## src/rtl/rsa_pkg.sv

```systemverilog
// Shared command codes and sequencer states for the RSA host front end
// and the exponentiation controller.
package rsa_pkg;

    typedef enum logic [2:0] {
        CMD_NONE = 3'd0,
        CMD_DATA = 3'd1,
        CMD_E    = 3'd2,
        CMD_N    = 3'd3
    } cmd_t;

    typedef enum logic [1:0] {
        KIND_RSVD = 2'd0,
        KIND_DATA = 2'd1,
        KIND_E    = 2'd2,
        KIND_N    = 2'd3
    } req_kind_t;

    typedef enum logic [2:0] {
        S_IDLE  = 3'd0,
        S_ISSUE = 3'd1,
        S_GAP   = 3'd2,
        S_BUSY  = 3'd3,
        S_RESP  = 3'd4,
        S_FAULT = 3'd5
    } seq_state_t;

endpackage

```

## src/rtl/watchdog_counter.sv

```systemverilog
// Counts enabled cycles; flags expiry on the TIMEOUT-th enabled cycle.
// Clear has priority so the count restarts from 0 on every wait.
module watchdog_counter #(
    parameter int TIMEOUT = 4096
) (
    input  logic clk,
    input  logic rst,
    input  logic clear,
    input  logic enable,
    output logic expired
);

    localparam int CW = $clog2(TIMEOUT + 1);

    logic [CW-1:0] count;

    // Cycle counter, held at zero while cleared.
    always_ff @(posedge clk) begin
        if (rst || clear) begin
            count <= '0;
        end else if (enable) begin
            count <= count + CW'(1);
        end
    end

    assign expired = enable && (count == CW'(TIMEOUT - 1));

endmodule

```

## src/rtl/rsa_host_sequencer.sv

```systemverilog
// Host-side sequencer for the modexp core: issues one spaced command per
// request, waits for done with a watchdog, and returns one response.
module rsa_host_sequencer
    import rsa_pkg::*;
#(
    parameter int WIDTH   = 32,
    parameter int TIMEOUT = 4096
) (
    input  logic             clk,
    input  logic             rst,
    input  logic             req_valid,
    output logic             req_ready,
    input  logic [1:0]       req_kind,
    input  logic [WIDTH-1:0] req_value,
    output logic [2:0]       input_data_type,
    output logic [WIDTH-1:0] operand,
    input  logic             core_done,
    input  logic [WIDTH-1:0] core_result,
    output logic             rsp_valid,
    input  logic             rsp_ready,
    output logic [WIDTH-1:0] rsp_data,
    output logic             rsp_error,
    output logic [1:0]       keys_loaded
);

    seq_state_t state;
    seq_state_t state_n;
    logic [1:0] kind_q;
    logic       fault_q;
    logic       accept;
    logic       req_ok;
    logic       expired;

    assign accept = (state == S_IDLE) && req_valid;
    assign req_ok = (req_kind == KIND_E) || (req_kind == KIND_N) ||
                    ((req_kind == KIND_DATA) && (keys_loaded == 2'b11));

    assign req_ready       = (state == S_IDLE);
    assign rsp_valid       = (state == S_RESP);
    assign input_data_type = (state == S_ISSUE) ? {1'b0, kind_q} : CMD_NONE;

    watchdog_counter #(
        .TIMEOUT (TIMEOUT)
    ) u_wdog (
        .clk     (clk),
        .rst     (rst),
        .clear   (state != S_BUSY),
        .enable  (state == S_BUSY),
        .expired (expired)
    );

    // State register.
    always_ff @(posedge clk) begin
        if (rst) begin
            state <= S_IDLE;
        end else begin
            state <= state_n;
        end
    end

    // Next-state logic; keys skip BUSY, DATA skips GAP.
    always_comb begin
        state_n = state;
        unique case (state)
            S_IDLE: begin
                if (req_valid) begin
                    state_n = req_ok ? S_ISSUE : S_RESP;
                end
            end
            S_ISSUE: begin
                state_n = (kind_q == KIND_DATA) ? S_BUSY : S_GAP;
            end
            S_GAP: begin
                state_n = S_RESP;
            end
            S_BUSY: begin
                if (core_done || expired) begin
                    state_n = S_RESP;
                end
            end
            S_RESP: begin
                if (rsp_ready) begin
                    state_n = fault_q ? S_FAULT : S_IDLE;
                end
            end
            S_FAULT: begin
                state_n = S_FAULT;
            end
            default: begin
                state_n = S_IDLE;
            end
        endcase
    end

    // Request latch, key flags and response registers.
    always_ff @(posedge clk) begin
        if (rst) begin
            kind_q      <= 2'd0;
            operand     <= '0;
            rsp_data    <= '0;
            rsp_error   <= 1'b0;
            keys_loaded <= 2'b00;
            fault_q     <= 1'b0;
        end else begin
            if (accept) begin
                kind_q  <= req_kind;
                operand <= req_value;
                if (!req_ok) begin
                    rsp_data  <= '0;
                    rsp_error <= 1'b1;
                end
            end
            if ((state == S_ISSUE) && (kind_q != KIND_DATA)) begin
                if (kind_q == KIND_E) begin
                    keys_loaded[0] <= 1'b1;
                end else begin
                    keys_loaded[1] <= 1'b1;
                end
                rsp_data  <= operand;
                rsp_error <= 1'b0;
            end
            if (state == S_BUSY) begin
                if (core_done) begin
                    rsp_data  <= core_result;
                    rsp_error <= 1'b0;
                end else if (expired) begin
                    rsp_data  <= '0;
                    rsp_error <= 1'b1;
                    fault_q   <= 1'b1;
                end
            end
        end
    end

endmodule

```

## config.mk

```make
export PLATFORM = sky130hd
export DESIGN_NAME = rsa_host_sequencer
export DESIGN_NICKNAME = d
export VERILOG_FILES = /design/src/rtl/rsa_pkg.sv /design/src/rtl/watchdog_counter.sv /design/src/rtl/rsa_host_sequencer.sv
export SDC_FILE = /design/constraint.sdc
export NUM_CORES = 1
export LEC_CHECK = 0
export CAP_MARGIN = 20
export CELL_PAD_IN_SITES_DETAIL_PLACEMENT = 0
export CELL_PAD_IN_SITES_GLOBAL_PLACEMENT = 2
export CORE_MARGIN = 3
export CORE_UTILIZATION = 38
export DETAILED_ROUTE_END_ITERATION = 7
export DONT_BUFFER_PORTS = 1
export GPL_TIMING_DRIVEN = 0
export PLACE_DENSITY = 0.89
export SLEW_MARGIN = 15
export SYNTH_ARGS = -nofsm -noshare
export SYNTH_HDL_FRONTEND = slang
export SYNTH_SLANG_ARGS = --single-unit
```

## constraint.sdc

```tcl
create_clock -name clk -period 2.51 [get_ports clk]
set_input_delay 0.251 -clock clk [delete_from_list [all_inputs] [get_ports clk]]
set_output_delay 0.251 -clock clk [all_outputs]
set_load 0.01 [all_outputs]
```

Word-level counts from Yosys, hierarchy flattened

Index checks and enable logic that the tools add are counted.

Divide/modulo/power cells: 0
Multipliers: 0
Magnitude comparators: 0
Eq/ne operators: 17
Bitwise operators: 2
Add/sub/neg operators: 1
Shift operators: 0
Reductions and logical operators: 13
Muxes and demuxes: 20

Operators with widths:

| operator                                               | number |
|---|---|
| 2-to-1 mux 32 bit                                      | 6 |
| one-hot mux 3 bit (6 select lines)                     | 1 |
| 2-to-1 mux 3 bit                                       | 5 |
| adder 13 x 1 -> 13 bit (second input constant)         | 1 |
| equality test 13 x 12 -> 1 bit (second input constant) | 1 |
| equality test 2 bit (second input constant)            | 4 |
| 2-to-1 mux 1 bit                                       | 7 |
| equality test 3 x 2 -> 1 bit (second input constant)   | 2 |
| equality test 3 bit (second input constant)            | 2 |
| AND reduction 3 bit                                    | 2 |
| equality test 2 x 1 -> 1 bit (second input constant)   | 2 |
| logical AND 1 bit                                      | 4 |
| logical OR 1 bit                                       | 4 |
| inequality test 2 x 1 -> 1 bit (second input constant) | 2 |
| inequality test 2 bit (second input constant)          | 2 |
| AND reduction 2 bit                                    | 2 |
| equality test 3 x 1 -> 1 bit (second input constant)   | 1 |
| logical NOT 3 bit                                      | 1 |
| inequality test 3 x 2 -> 1 bit (second input constant) | 1 |
| 2-to-1 mux 2 bit                                       | 1 |
| inverter 1 bit                                         | 2 |

Bits in writable memories: 0
Bits in registers: 86
Memories: 0
Bits in read-only memories: 0
Bits in latches: 0
Input bits: 71

Depth between registers and ports, before layout

Depth after elaboration: 9
Depth in mapped cells: 7

Hierarchy

From an unflattened synthesis, not the netlist that was laid out.

Cells, all modules: 419
Area, all modules: 3558.4 um^2

By module, submodules not included:

| module             | area an instance (um^2) | instances | cells an instance |
|---|---|---|---|
| rsa_host_sequencer | 2971.6                  | 1         | 353 |
| watchdog_counter   | 586.8                   | 1         | 66 |

Worst setup path after synthesis

No wires, ideal clock.

Path kind: register to register
Start: register u_wdog.count[0]
End: register rsp_data[0]
Required time: 2.390 ns
Setup slack: 0.796 ns
Arrival time: 1.594 ns
Cell stages (with the launch flop): 7
Period minus slack after synthesis: 1.714 ns
Path through: dfxtp_1 -> ha_1 -> nand4_1 -> nor4_4 -> o31a_1 -> buf_2 -> o2bb2ai_1

Word-level cells in the longest chain between the ends: 5

RTL lines:

| item                           | RTL line                  | text |
|---|---|---|
| from (decl)                    | watchdog_counter.sv:15    | `logic [CW-1:0] count;` |
| from (signal assigned)         | watchdog_counter.sv:22    | `count <= count + CW'(1);` |
| equality test 13 x 12 -> 1 bit | watchdog_counter.sv:26    | `assign expired = enable && (count == CW'(TIMEOUT - 1));` |
| logical AND 1 bit              | watchdog_counter.sv:26    |  |
| 2-to-1 mux 32 bit              | rsa_host_sequencer.sv:126 | `end else if (expired) begin` |
| 2-to-1 mux 32 bit              | rsa_host_sequencer.sv:123 | `if (core_done) begin` |
| 2-to-1 mux 32 bit              | rsa_host_sequencer.sv:122 | `if (state == S_BUSY) begin` |
| to (signal assigned)           | rsa_host_sequencer.sv:119 | `rsp_data <= operand;` |
| to (signal assigned)           | rsa_host_sequencer.sv:124 | `rsp_data <= core_result;` |
| to (decl)                      | rsa_host_sequencer.sv:21  | `output logic [WIDTH-1:0] rsp_data,` |

Every way passes these cells.
A chain may end at the register's enable or synchronous reset.

Worst setup path in the final report

Start: register u_wdog.count[0]
End: register rsp_data[25]

Same word-level chain as after synthesis.

==> key figures <==
Clocking
  • TritonCTS Buffers: 9
  • Post-cts gate resize count: 0
  • Later-pin clock latency in the skew report: 0.35 ns
  • Clock tree buffer depth: 2
  • Library cell used as clock root buffer: sky130_fd_sc_hd__clkbuf_8
  • Level count of the clock H-tree: 3
  • Clock slew at the register clock pins of the worst setup and hold paths: 0.09 ns
  • Setup bufs post-CTS: 0
  • # clock sinks: 86
  • Clock tree from TritonCTS: built

Die
  • Chip Height: 101 µm
  • I/O pin count: 143
  • Core region area: 8720 µm²
  • Initial core utilization: 39.3%
  • Number of placement rows: 34
  • Die outline area: 10200 µm²
  • Die span in x: 101 µm

Route
  • Pre-antenna DRT Iters: 4
  • Ratio of routed vias to standard cells: 5.61
  • Routed Antenna Nets: 0
  • Via total after detailed routing: 2910
  • Drt wl/cell: 18.0 µm
  • Initial drt markers: 100
  • Number of design rule violations left after detail routing: 0
  • Total wirelength of the detailed-routed design: 9.36 mm

STA
  • Worst-margin pin slew: 0.647 ns
  • Setup TNS after final layout: 0 ns
  • Final critical-path share of the clock period: 85.4%
  • Relative slew slack: 56.7%
  • Unrepaired setup endpoints after global routing: no
  • Number of hold-slack violations in the final timing report: 0
  • Final worst path period need: 2.14 ns
  • Final Skew: 0.0133 ns
  • Number of pins exceeding their max-slew limit in the final report: 0
  • Highest achievable clock rate: 467 MHz
  • Endpoints failing setup: 0

Logic synthesis
  • Syn Std Cell Area: 3430 µm²
  • Mean post-synth cell area: 9.09 µm²
  • Count of unique library cells instantiated by Yosys: 41
  • Yosys top cell area share: 50.3%
  • Ranking of synthesized cells by area: sky130_fd_sc_hd__dfxtp_1 (50%), sky130_fd_sc_hd__nand2_1 (8.3%), sky130_fd_sc_hd__o2bb2ai_1 (8.2%)
  • Count of warnings emitted by yosys: 0
  • Primary FF master, synth: sky130_fd_sc_hd__dfxtp_1
  • Fraction of registers with async set or reset after synthesis: 0%
  • Cell type contributing the most total cell area after synthesis: sky130_fd_sc_hd__dfxtp_1
  • Mapped Nets: 449
  • Flops & latches, synth: 86
  • Number of flops mapped to enable cells by yosys: 0
  • Share of the yosys chip area belonging to registers: 50.3%
  • Number of instances in the synthesized netlist: 377

Worst setup path
  • Nature of the critical path startpoint: register
  • Highest-delay cell along the critical path: sky130_fd_sc_hd__nor4_4
  • Worst path bufs/invs: 1
  • WP data required: 2.75 ns
  • Maximum single-stage delay on the critical path: 0.47 ns
  • Setup crit end kind: register
  • CP Max Fanout: 10
  • Crit Path Class: reg -> reg
  • Worst path cell trace: ha_1, nand4_1, nor4_4, o31a_1, buf_2, o2bb2ai_1
  • Data arrival, critical path: 2.38 ns
  • Crit-path leading delay family: simple AND/OR/NAND/NOR gates

Final layout
  • Fillcell total: 867
  • Multi-input gate area in the final layout: 1550 µm²
  • Post-route cell area: 3930 µm²
  • Layout cell share with drive strength beyond 1: 7.79%
  • Layout Area Growth over Synthesis: 14.8%
  • # diodes: 0
  • Final cell utilization of the core: 45.1%
  • Area used by sequential logic in the layout: 1720 µm²
  • Leading cell types in the layout, fill and taps excluded: sky130_fd_sc_hd__dfxtp_1 (86), sky130_fd_sc_hd__nand2_1 (76), sky130_fd_sc_hd__a21oi_1 (40)
  • Leading cell type in the layout, fill and taps excluded: sky130_fd_sc_hd__dfxtp_1
  • Final-stage net count: 478

Global route
  • Number of global-route vias before repair: 2806
  • GRT Overall Usage: 17.9%
  • First-pass GRT wire length: 14.3 mm
  • Met1 global-route usage: 22.7%
  • Initial antenna violation count: 0
  • Met2 GRT Util: 28.2%
  • Top Usage Layer GRT: met2
  • Congestion Overflow GR: 0
  • Met3 routing resource usage after global routing: 6.23%
  • Maximum number of pins on one net before global-route repair: 15

Pwr
  • Worst supply voltage drop on vdd: 0.249 mV
  • Power per cell area: 721 nW/µm²
  • Power, Total: 0.00283 W
  • Leakage Power: 1.36 nW

Hold path
  • Classification of the worst-slack hold path: in -> reg

Placed design
  • Detailed placer's ending HPWL: 6.69 mm
  • Placement Cell Area: 3560 µm²
  • Port Buf Inserts: 0
  • Weighted congestion at the end of routability-driven global placement: 0.757

Outcome
  • Result of the run: completed

Run
  • Number of max-cap violations: 0
-- worst register-to-register path, cell delays in order (launching register included) --
cell and delay, ns:
sky130_fd_sc_hd__dfxtp_1 0.37, sky130_fd_sc_hd__ha_1 0.24, sky130_fd_sc_hd__nand4_1 0.23, sky130_fd_sc_hd__nor4_4 0.47, sky130_fd_sc_hd__o31a_1 0.35, sky130_fd_sc_hd__buf_2 0.30, sky130_fd_sc_hd__o2bb2ai_1 0.09
-- registers in the layout, summed over array words and instances (netlist names) --
register,count
u_wdog.count,13
rsp_error,1
keys_loaded,2
kind_q,2
rsp_data,32
fault_q,1
operand,32
state,3
-- logic make-up (layout without fill, tap and decap cells) --
group	Yosys count	in the layout	share of synthesized area [%]
buffers and inverters	34	68	4.60
AO/OA/AOI/OAI	119	119	24.4
XOR/XNOR	8	8	2.05
AND/OR/NAND/NOR	126	126	17.7
multiplexers	2	2	0.584
other	1	1	0.109
adder cells (fa/ha/maj)	1	1	0.365
flip-flops	86	86	50.3
-- layout make-up --
type / instances / area share [%]
flip-flops and latches: 86 / 43.8
clock inverters: 5 / 1.53
inverters: 4 / 0.382
multi-input cells: 257 / 39.3
repair buffers: 18 / 4.58
well taps: 108 / 3.44
plain buffers: 30 / 3.63
clock buffers: 11 / 3.34
-- path summary, 6_finish.rpt --
path / depth (start not counted) / to / from / slack (ns)
min reg2reg: 1 / u_wdog.count[0] / u_wdog.count[0] / 0.46
max reg2reg: 6 / rsp_data[25] / u_wdog.count[0] / 0.37
min: 1 / rsp_data[21] / core_result[21] / 0.01
max: 6 / rsp_data[25] / u_wdog.count[0] / 0.37
-- cell usage after synthesis (2+ instances only) --
library cell	n
sky130_fd_sc_hd__a22oi_1	32
sky130_fd_sc_hd__a21oi_1	40
sky130_fd_sc_hd__buf_2	8
sky130_fd_sc_hd__o21ai_0	3
sky130_fd_sc_hd__mux2i_1	2
sky130_fd_sc_hd__or2_1	2
sky130_fd_sc_hd__or3_1	2
sky130_fd_sc_hd__o21a_1	3
sky130_fd_sc_hd__a221oi_1	2
sky130_fd_sc_hd__nand3b_1	2
sky130_fd_sc_hd__nand2b_1	2
sky130_fd_sc_hd__nand2_1	76
sky130_fd_sc_hd__and2_1	4
sky130_fd_sc_hd__dfxtp_1	86
sky130_fd_sc_hd__o2bb2ai_1	32
sky130_fd_sc_hd__nand4_1	3
sky130_fd_sc_hd__nor3_1	3
sky130_fd_sc_hd__nand3_1	4
sky130_fd_sc_hd__xor2_1	6
sky130_fd_sc_hd__inv_1	4
sky130_fd_sc_hd__buf_6	2
sky130_fd_sc_hd__a31oi_1	3
sky130_fd_sc_hd__clkbuf_1	18
sky130_fd_sc_hd__xnor2_1	2
sky130_fd_sc_hd__nor2_1	20
-- repair_timing --
item / 4_1_cts / 5_1_grt
hold endpoints to repair: 14 / 4
hold buffers: 14 / 4
endpoints found under the setup margin: 0 / 0
-- report_power, final --
group / switching, W / internal, W / total (W)
Sequential: 0.0000929 / 0.00144 / 0.00153
Combinational: 0.000220 / 0.000125 / 0.000345
Clock: 0.000498 / 0.000463 / 0.000961
Total: 0.000810 / 0.00202 / 0.00283
-- per-stage QoR --
step	std cells	hold slack (ns)	setup slack (ns)
2_1_floorplan	377	0.362	0.796
3_3_place_gp	485	0.368	0.398
3_5_place_dp	485	0.373	0.363
4_1_cts	515	0.00127	0.353
5_1_grt	519	0.00212	0.206
6_report	519	0.0145	0.367
-- layer usage --
| metal | wire length, µm | up-vias | part of all wire [%] |
|---|---|---|---|
| li1 | - | 1399 | - |
| met1 | 3800 | 1382 | 41 |
| met2 | 4400 | 113 | 47 |
| met3 | 1010 | 16 | 11 |
| met4 | 150 | 0 | 1.6 |
| met5 | 0 | - | 0 |
Power figures use the tool's default switching activity.
